--- src/rtl/l2_dmem_pkg.sv ---
// Shared widths, FSM encoding and descriptor layout for the L2 dmem read streamer.
package l2_dmem_pkg;
  localparam int ADDR_W       = 11;
  localparam int DATA_W       = 256;
  localparam int LEN_W        = 10;
  localparam int L2_MAX_OUTST = 4;

  typedef enum logic [1:0] {
    ST_IDLE,
    ST_ISSUE,
    ST_DRAIN,
    ST_DONE
  } st_e;

  typedef struct packed {
    logic [ADDR_W-1:0] base;
    logic [ADDR_W-1:0] stride;
    logic [LEN_W-1:0]  len;
  } desc_t;

  // Line address arithmetic wraps modulo 2^ADDR_W.
  function automatic logic [ADDR_W-1:0] addr_step(input logic [ADDR_W-1:0] a,
                                                  input logic [ADDR_W-1:0] s);
    return a + s;
  endfunction
endpackage

--- src/rtl/l2_rd_resp_fifo.sv ---
// Small synchronous FIFO holding L2 read responses until the stream side pops them.
module l2_rd_resp_fifo #(
  parameter int DEPTH = 4,
  parameter int WIDTH = 256
) (
  input  logic                     clk,
  input  logic                     rst,
  input  logic                     push_i,
  input  logic [WIDTH-1:0]         data_i,
  input  logic                     pop_i,
  output logic [WIDTH-1:0]         data_o,
  output logic                     full_o,
  output logic                     empty_o,
  output logic [$clog2(DEPTH):0]   count_o
);
  localparam int AW = $clog2(DEPTH);
  localparam int CW = $clog2(DEPTH) + 1;

  logic [WIDTH-1:0] mem_q [DEPTH];
  logic [AW-1:0]    wr_ptr_q, wr_ptr_d, rd_ptr_q, rd_ptr_d;
  logic [CW-1:0]    cnt_q, cnt_d;
  logic             wr_fire, rd_fire;

  assign full_o  = (cnt_q == CW'(DEPTH));
  assign empty_o = (cnt_q == '0);
  assign count_o = cnt_q;
  assign data_o  = mem_q[rd_ptr_q];

  assign wr_fire = push_i & ~full_o;
  assign rd_fire = pop_i & ~empty_o;

  always_comb begin
    wr_ptr_d = wr_ptr_q;
    rd_ptr_d = rd_ptr_q;
    cnt_d    = cnt_q;
    if (wr_fire) wr_ptr_d = (wr_ptr_q == AW'(DEPTH-1)) ? '0 : wr_ptr_q + 1'b1;
    if (rd_fire) rd_ptr_d = (rd_ptr_q == AW'(DEPTH-1)) ? '0 : rd_ptr_q + 1'b1;
    unique case ({wr_fire, rd_fire})
      2'b10:   cnt_d = cnt_q + 1'b1;
      2'b01:   cnt_d = cnt_q - 1'b1;
      default: cnt_d = cnt_q;
    endcase
  end

  always_ff @(posedge clk) begin
    if (rst) begin
      wr_ptr_q <= '0;
      rd_ptr_q <= '0;
      cnt_q    <= '0;
    end else begin
      wr_ptr_q <= wr_ptr_d;
      rd_ptr_q <= rd_ptr_d;
      cnt_q    <= cnt_d;
    end
  end

  // Storage is qualified by the pointers, so it needs no reset.
  always_ff @(posedge clk) begin
    if (wr_fire) mem_q[wr_ptr_q] <= data_i;
  end
endmodule

--- src/rtl/l2_dmem_rd_streamer.sv ---
// Descriptor-driven L2 line reader: issues credited reads, buffers in-order
// responses and replays them as a valid/ready stream tagged with a last marker.
module l2_dmem_rd_streamer
  import l2_dmem_pkg::*;
#(
  parameter int MAX_OUTST = L2_MAX_OUTST
) (
  input  logic              clk,
  input  logic              rst,
  input  logic              cmd_valid,
  output logic              cmd_ready,
  input  logic [ADDR_W-1:0] cmd_base,
  input  logic [ADDR_W-1:0] cmd_stride,
  input  logic [LEN_W-1:0]  cmd_len,
  output logic              rd_req,
  input  logic              rd_gnt,
  output logic [ADDR_W-1:0] rd_addr,
  input  logic              rd_valid,
  input  logic [DATA_W-1:0] rd_data,
  output logic              rd_ready,
  output logic              out_valid,
  output logic [DATA_W-1:0] out_data,
  output logic              out_last,
  input  logic              out_ready,
  output logic              busy,
  output logic              done,
  output logic              err
);
  localparam int OCC_W = $clog2(MAX_OUTST) + 1;

  st_e               state_q, state_d;
  desc_t             cmd_desc;
  logic [ADDR_W-1:0] stride_q, addr_q, addr_d;
  logic [LEN_W-1:0]  len_q, issued_q, issued_d, returned_q, returned_d, popped_q, popped_d;
  logic [OCC_W-1:0]  occ_q, occ_d, fifo_cnt;
  logic              err_q, err_d;
  logic              cmd_acc, gnt_fire, pop, inflight, push, stray;
  logic              fifo_full, fifo_empty;

  assign cmd_desc = '{base: cmd_base, stride: cmd_stride, len: cmd_len};

  assign cmd_acc  = cmd_valid & cmd_ready;
  assign gnt_fire = rd_req & rd_gnt;
  assign pop      = out_valid & out_ready;
  assign inflight = (issued_q != returned_q);
  // A beat with nothing outstanding is dropped rather than buffered.
  assign push     = rd_valid & rd_ready & inflight;
  assign stray    = rd_valid & ~inflight;

  assign rd_addr   = addr_q;
  assign rd_ready  = ~fifo_full;
  assign out_valid = ~fifo_empty;
  assign out_last  = out_valid & (popped_q == len_q - 1'b1);
  assign err       = err_q;

  always_ff @(posedge clk) begin
    if (rst) state_q <= ST_IDLE;
    else     state_q <= state_d;
  end

  always_comb begin
    state_d = state_q;
    unique case (state_q)
      ST_IDLE:  if (cmd_acc) state_d = (cmd_desc.len == '0) ? ST_DONE : ST_ISSUE;
      ST_ISSUE: if (gnt_fire && (issued_q + 1'b1 == len_q)) state_d = ST_DRAIN;
      ST_DRAIN: if (pop && out_last) state_d = ST_DONE;
      ST_DONE:  state_d = ST_IDLE;
      default:  state_d = ST_IDLE;
    endcase
  end

  always_comb begin
    cmd_ready = 1'b0;
    rd_req    = 1'b0;
    busy      = 1'b1;
    done      = 1'b0;
    unique case (state_q)
      ST_IDLE: begin
        cmd_ready = ~rst;
        busy      = 1'b0;
      end
      ST_ISSUE: rd_req = (occ_q < OCC_W'(MAX_OUTST)) && (issued_q < len_q);
      ST_DONE:  done   = 1'b1;
      default: ;
    endcase
  end

  always_comb begin
    addr_d     = addr_q;
    issued_d   = issued_q;
    returned_d = returned_q;
    popped_d   = popped_q;
    err_d      = err_q | stray;
    if (cmd_acc) begin
      addr_d     = cmd_desc.base;
      issued_d   = '0;
      returned_d = '0;
      popped_d   = '0;
      err_d      = stray;
    end else begin
      if (gnt_fire) begin
        addr_d   = addr_step(addr_q, stride_q);
        issued_d = issued_q + 1'b1;
      end
      if (push) returned_d = returned_q + 1'b1;
      if (pop)  popped_d   = popped_q + 1'b1;
    end
    unique case ({gnt_fire, pop})
      2'b10:   occ_d = occ_q + 1'b1;
      2'b01:   occ_d = occ_q - 1'b1;
      default: occ_d = occ_q;
    endcase
  end

  always_ff @(posedge clk) begin
    if (rst) begin
      stride_q   <= '0;
      len_q      <= '0;
      addr_q     <= '0;
      issued_q   <= '0;
      returned_q <= '0;
      popped_q   <= '0;
      occ_q      <= '0;
      err_q      <= 1'b0;
    end else begin
      if (cmd_acc) begin
        stride_q <= cmd_desc.stride;
        len_q    <= cmd_desc.len;
      end
      addr_q     <= addr_d;
      issued_q   <= issued_d;
      returned_q <= returned_d;
      popped_q   <= popped_d;
      occ_q      <= occ_d;
      err_q      <= err_d;
    end
  end

  l2_rd_resp_fifo #(
    .DEPTH (MAX_OUTST),
    .WIDTH (DATA_W)
  ) u_fifo (
    .clk     (clk),
    .rst     (rst),
    .push_i  (push),
    .data_i  (rd_data),
    .pop_i   (pop),
    .data_o  (out_data),
    .full_o  (fifo_full),
    .empty_o (fifo_empty),
    .count_o (fifo_cnt)
  );

  // Everything buffered was granted and not yet popped, so it is covered by occ.
  a_occ_covers_fifo: assert property (@(posedge clk) disable iff (rst) fifo_cnt <= occ_q);
endmodule

--- config.mk ---
export PLATFORM = sky130hd
export DESIGN_NAME = l2_dmem_rd_streamer
export DESIGN_NICKNAME = d
export VERILOG_FILES = /design/src/rtl/l2_dmem_pkg.sv /design/src/rtl/l2_rd_resp_fifo.sv /design/src/rtl/l2_dmem_rd_streamer.sv
export SDC_FILE = /design/constraint.sdc
export NUM_CORES = 1
export LEC_CHECK = 0
export BUFFER_PORTS_ARGS = -buffer_cell sky130_fd_sc_hd__buf_2
export CAP_MARGIN = 10
export CORE_MARGIN = 5
export CORE_UTILIZATION = 40
export DETAILED_ROUTE_END_ITERATION = 10
export PLACE_DENSITY = 0.64
export SLEW_MARGIN = 30
export SYNTH_ARGS = -nofsm -noshare
export SYNTH_HDL_FRONTEND = slang
export SYNTH_HIERARCHICAL = 1
export SYNTH_SLANG_ARGS = --single-unit
--- constraint.sdc ---
create_clock -name clk -period 11.3 [get_ports clk]
set_input_delay 0.565 -clock clk [delete_from_list [all_inputs] [get_ports clk]]
set_output_delay 0.565 -clock clk [all_outputs]
set_load 0.005 [all_outputs]
==> results of run 1 <==
## cell families after synthesis
logic type / Yosys count / share of synthesized area, %
AO/OA/AOI/OAI: 102 / 1.75
XOR/XNOR: 69 / 1.44
adder cells (fa/ha/maj): 39 / 1.22
buffers and inverters: 132 / 2.32
flip-flops: 1101 / 76.9
multiplexers: 263 / 13.9
AND/OR/NAND/NOR: 215 / 2.46
## synthesized netlist by cell type, types with 3 or more instances
| master | count | area share (%) |
|---|---|---|
| buf_2 | 33 | 0.39 |
| clkbuf_1 | 20 | 0.18 |
| buf_12 | 22 | 1.0 |
| nand2_1 | 62 | 0.55 |
| ha_1 | 36 | 1.1 |
| xnor2_1 | 31 | 0.65 |
| a21o_1 | 3 | 0.054 |
| edfxtp_1 | 1024 | 73 |
| nor2_1 | 61 | 0.55 |
| a211oi_1 | 10 | 0.18 |
| o211ai_1 | 6 | 0.11 |
| inv_1 | 40 | 0.36 |
| or3_1 | 6 | 0.089 |
| mux2i_1 | 6 | 0.14 |
| and2_1 | 4 | 0.060 |
| o31ai_1 | 15 | 0.27 |
| dfxtp_1 | 77 | 3.7 |
| nand4_1 | 8 | 0.12 |
| a31oi_1 | 7 | 0.10 |
| buf_1 | 6 | 0.054 |
| nor2b_1 | 6 | 0.089 |
| fa_1 | 3 | 0.14 |
| buf_8 | 5 | 0.18 |
| nor3_1 | 20 | 0.24 |
| a21oi_1 | 17 | 0.20 |
| xor2_1 | 38 | 0.79 |
| nand2b_1 | 3 | 0.045 |
| and3_1 | 14 | 0.21 |
| o21ai_0 | 21 | 0.25 |
| and4_1 | 3 | 0.063 |
| nand3_1 | 13 | 0.15 |
| mux4_2 | 256 | 14 |
| nor4_1 | 5 | 0.075 |
## cell type report
cell class,count,area share (%)
Tap cell,1380,3.47
Timing Repair Buffer,598,6.46
Multi-Input combinational cell,688,17.6
Inverter,41,0.309
Clock buffer,126,5.69
Antenna cell,15,0.0753
Sequential cell,1101,64.8
Clock inverter,86,1.60
## report_power, final
part	leakage (nW)	switching [mW]	internal, mW
clock	1.76	1.51	2.06
combinational	4.96	0.393	0.293
sequential	9.84	0.0553	4.61
## worst reg2reg max path, cell delays in order (launching register included)
cell	delay, ps
dfxtp_1	560
xor2_1	190
nor4_1	110
a311oi_4	670
and3_4	860
buf_4	810
buf_4	800
## state kept, by name (all words and copies together), names as in the netlist, named ones only
signal,flops
issued_q,10
popped_q,10
returned_q,10
stride_q,11
u_fifo/count_o,3
occ_q,3
u_fifo/mem_q,1024
u_fifo/rd_ptr_q,2
u_fifo/wr_ptr_q,2
len_q,10
state_q,2
rd_addr,11
err,1
## routing by layer
layer	track usage, %	share of wire (%)	wire length (um)
met3	3.94	6.2	5700
met2	27.9	52	48200
met5	0	0.13	119
met4	4.94	2.4	2240
met1	20.5	39	36400
## final timing paths
check                                            end  slack, ps  cells after the start
worst min-delay path                     stride_q[0]         90                      3
worst max register to register  u_fifo/mem_q[0][205]       6920                      6
worst max-delay path                   out_data[254]       6800                      6
worst min register to register                   err        460                      2
## per-stage QoR
stage / std cells / hold WS, ps / util, % / instance area, um^2 / total power [mW]
after floorplan: 1921 / 440 / - / 42000 / 5.14
after global placement: 3802 / 452 / 44.2 / 46000 / 5.41
after detailed placement: 3804 / 458 / 44.3 / 46000 / 5.44
after CTS: 4016 / 5.64 / 47.8 / 49700 / 9.04
after global routing: 4030 / 34.8 / 47.9 / 49800 / 9.29
final: 4035 / 92.3 / 47.9 / 49800 / 8.92
==> flow_summary_export.csv, run 1 <==
group,metric,value,unit
finish,layout-drive-gt1-share,39.6,%
setup_path,path_delay_family,"buffers and inverters",
power,powerDensity,179,nW/um^2
clocking,clk_latency,690,ps
clocking,cts.repair.resized,0,
routing,num_vias,20800,
finish,num-nets-final,2874,
timing,rsz0062_at_grt,"no",
clocking,clk_pin_slew,60,ps
clocking,cts.sinks,1101,
setup_path,crit_required,10740,ps
global_route,grt_use_total,16.2,%
timing,maxSlewHeadroom,33.8,%
outcome,status,"complete, no violations",
clocking,htreeDepth,3,
setup_path,worst-path-buf-inv,5,
clocking,cts_inserted_buffers,111,
synth,seq_area_frac_synth,76.9,%
synth,synth_nets,2254,
setup_path,crit_slowest_cell,"buf_4",
run,cap_violations,0,
setup_path,crit_fanout,41,
routing,drt_iter0_markers,1428,
finish,area_delta_synth_final,18.7,%
die,die_h,334,um
synth,syn_avg_cell_area,21.9,um^2
finish,register_area,32300,um^2
die,start_util,40.4,%
synth,syn-cell-area,42000,um^2
synth,ys_types,65,
setup_path,worstSetupStartpointType,"flop",
setup_path,crit_chain,"buf_12 -> buf_12 -> buf_4 -> buf_4 -> mux4_2 -> buf_2",
routing,firstDrtPassIters,5,
timing,period_needed,4500,ps
routing,vias_per_cell,5.15,
timing,max_freq,222,MHz
global_route,grt_pass1_vias,22000,
die,core,104000,um^2
routing,drc,0,
global_route,overflow,0,
timing,setup_ws,6800,ps
finish,multiInputGateArea,8750,um^2
routing,routed_wl,92600,um
synth,syn_inst,1921,
die,dieArea,112000,um^2
clocking,cts_setup_buffers,0,
timing,period_share,39.9,%
place,portBuffers,568,
finish,final_cell_mix,"edfxtp_1 (1,024), buf_2 (568), mux4_2 (256)",
clocking,cts-root-buf,"clkbuf_16",
synth,synth-edff-count,1024,
synth,synth_ff_type,"edfxtp_1",
timing,slew_viol_final,0,
power,peakVddDrop,0.000125,V
setup_path,worstPathArrival,3940,ps
synth,ys.warnings.count,6,
die,io_pins,569,
place,dp_hpwl,60500,um
place,place_ws,6430,ps
global_route,grt_pass1_wl,139000,um
global_route,grt_max_degree,147,
die,num_rows,118,
timing,setup_viol,0,
routing,ant_nets,0,
timing,fin_worst_skew,35.8,ps
timing,setup_tns,0,ps
timing,worst_pin_slew,993,ps
synth,synthArstFlopShare,0,%
clocking,cts_buffer_depth,3,
finish,layout_commonest_cell,"edfxtp_1",
die,die_x,334,um
setup_path,setup.worst_path.class,"flop to output port",
routing,route.detailed.wl_per_inst,22.9,um
setup_path,cp-end-kind,"output port",
clocking,postCtsHoldBufs,0,
setup_path,cp_slowest_stage_delay,780,ps
finish,nFillCells,8633,
power,leakagePower,16.6,nW
clocking,tritoncts,"built",
worst_hold_path,hold_class,"primary input to flop",
timing,report.final.hold_viol_count,0,
setup_path,regToRegStartpoint,"issued_q[2]",
worst_hold_path,hp-start,"cmd_stride[0]",
synth,ys_seq_elements,1101,
global_route,antenna_found_initial,27,
place,place_congestion,0.813,
(Power assumes the default switching activity.)
==> run 2: changes to the inputs <==
--- a/config.mk
+++ b/config.mk
@@ -10,7 +10,7 @@
 export CORE_MARGIN = 5
 export CORE_UTILIZATION = 40
 export DETAILED_ROUTE_END_ITERATION = 10
-export PLACE_DENSITY = 0.64
+export PLACE_DENSITY = 0.66
 export SLEW_MARGIN = 30
 export SYNTH_ARGS = -nofsm -noshare
 export SYNTH_HDL_FRONTEND = slang
==> constraint.sdc (replaced) <==
create_clock -name clk -period 3.64 [get_ports clk]
set_input_delay 0.182 -clock clk [delete_from_list [all_inputs] [get_ports clk]]
set_output_delay 0.182 -clock clk [all_outputs]
set_load 0.005 [all_outputs]
==> flow_summary_export.csv, run 2 (synthesis gave the netlist of run 1 again) <==
group,metric,value,unit
finish,multiInputGateArea,8760,um^2
timing,max_freq,303,MHz
routing,ant_nets,0,
place,place_congestion,0.830,
clocking,postCtsHoldBufs,290,
global_route,grtUsageMet2,30.3,%
die,core,104000,um^2
timing,setup_viol,0,
worst_hold_path,hp-start,"rst",
outcome,status,"complete, no violations",
routing,vias_per_cell,5.12,
finish,layout-drive-gt1-share,37.1,%
clocking,cts.sinks,1101,
die,start_util,40.4,%
setup_path,setup.worst_path.class,"flop to output port",
place,portBuffers,568,
finish,largest_reg_flops,1024,
power,p_int,22.1,mW
global_route,antenna_found_initial,14,
clocking,cts_setup_buffers,0,
routing,route.detailed.wl_per_inst,22.9,um
worst_hold_path,hold_class,"primary input to flop",
die,dieArea,112000,um^2
finish,area_delta_synth_final,27.4,%
power,total_power,28.4,mW
setup_path,crit_fanout,8,
clocking,cts-root-buf,"clkbuf_16",
finish,nFillCells,8222,
global_route,grt_pass1_vias,23700,
power,sequentialPowerShare,51.0,%
die,die_x,334,um
routing,num_vias,22400,
setup_path,startpoint,"len_q[0]",
timing,period_share,90.5,%
routing,routed_wl,100000,um
finish,final_cell_mix,"edfxtp_1 (1,024), buf_2 (568), dlygate4sd3_1 (290)",
timing,rsz0062_at_grt,"no",
setup_path,cp-end-kind,"output port",
power,combinationalPowerShare,9.0,%
finish,final_util,51.4,%
power,switching_power,6.28,mW
global_route,grt_max_degree,70,
finish,top_register,"u_fifo/mem_q",
clocking,cts_buffer_depth,3,
clocking,cts.repair.resized,0,
routing,drt_iter0_markers,1578,
setup_path,worstPathArrival,3110,ps
finish,register_area,32300,um^2
timing,maxSlewHeadroom,42.3,%
timing,setup_tns,0,ps
die,die_h,334,um
routing,firstDrtPassIters,5,
setup_path,crit_required,3460,ps
setup_path,worstSetupStartpointType,"flop",
power,leakagePower,18.2,nW
routing,drc,0,
global_route,grt_pass1_wl,150000,um
timing,worst_pin_slew,866,ps
power,peakVddDrop,0.000421,V
global_route,overflow,0,
run,cap_violations,0,
die,num_rows,118,
timing,slew_viol_final,0,
clocking,htreeDepth,3,
timing,period_needed,3300,ps
clocking,tritoncts,"built",
clocking,cts_inserted_buffers,108,
timing,holdWs,76.9,ps
die,io_pins,569,
clocking,clk_latency,710,ps
finish,layout_commonest_cell,"edfxtp_1",
power,clockPowerShare,40.0,%
setup_path,regToRegStartpoint,"len_q[4]",
global_route,gr-max-usage-layer,"met2",
power,swShare,22.1,%
global_route,grt_use_total,17.6,%
clocking,clk_pin_slew,60,ps
timing,fin_worst_skew,44.7,ps
global_route,grt.met3_usage,3.80,%
timing,report.final.hold_viol_count,0,
global_route,grt_util_met1,22.1,%
finish,num-nets-final,3224,
power,powerDensity,530,nW/um^2
place,dp_hpwl,67100,um
## run 2: cell count changes in the layout (fill, tap and decap cells not counted), sizes merged
cell,change
clkbuf,+2
diode,+1
clkinv,-13
clkinvlp,-6
buf,+63
bufinv,+4
dlygate4sd3,+290
inv,+3
## run 2: worst max-delay path, stage by stage, from the launching register on
cell and delay, ps:
dfxtp_1 440, inv_1 100, ha_1 330, o21ba_2 240, a221oi_1 290, a41oi_1 80, nor4_1 590, and2_1 210
buf_2 150
## run 2: area by class of cell
class | instances | share of cell area, %
clock buffer | 128 | 5.23
inverter | 41 | 0.288
clock inverter | 74 | 1.61
antenna | 16 | 0.0749
sequential | 1101 | 60.4
tap | 1380 | 3.23
timing repair buffer | 951 | 12.8
multi-input combinational | 688 | 16.4
## run 2: layer usage
layer | part of all wire (%) | vias to the layer above
met4 | 3.6 | 6
met3 | 6.6 | 185
met5 | 0.045 | -
li1 | - | 9884
met2 | 52 | 821
met1 | 38 | 11500
## run 2: through the flow
step	setup slack [ps]	instance area, um^2	instances
2_1_floorplan	4.18	42000	1921
3_3_place_gp	693	46900	3871
3_5_place_dp	645	46900	3871
4_1_cts	243	53400	4363
5_1_grt	131	53400	4370
6_report	345	53500	4379
## run 2: final timing paths
check / cells past startpoint / end / slack (ps)
max: 8 / out_last / 340
min: 3 / occ_q[0] / 80
max reg2reg: 10 / state_q[0] / 620
min reg2reg: 2 / stride_q[9] / 460
## run 2: power groups by stage
stage               sequential (mW)  combinational [mW]  clock [mW]
floorplan                      14.7                1.19           0
global placement               14.7                2.22           0
detailed placement             14.7                2.29           0
CTS                            14.5                2.58        11.6
global route                   14.5                2.77        12.2
finish                         14.5                2.55        11.3
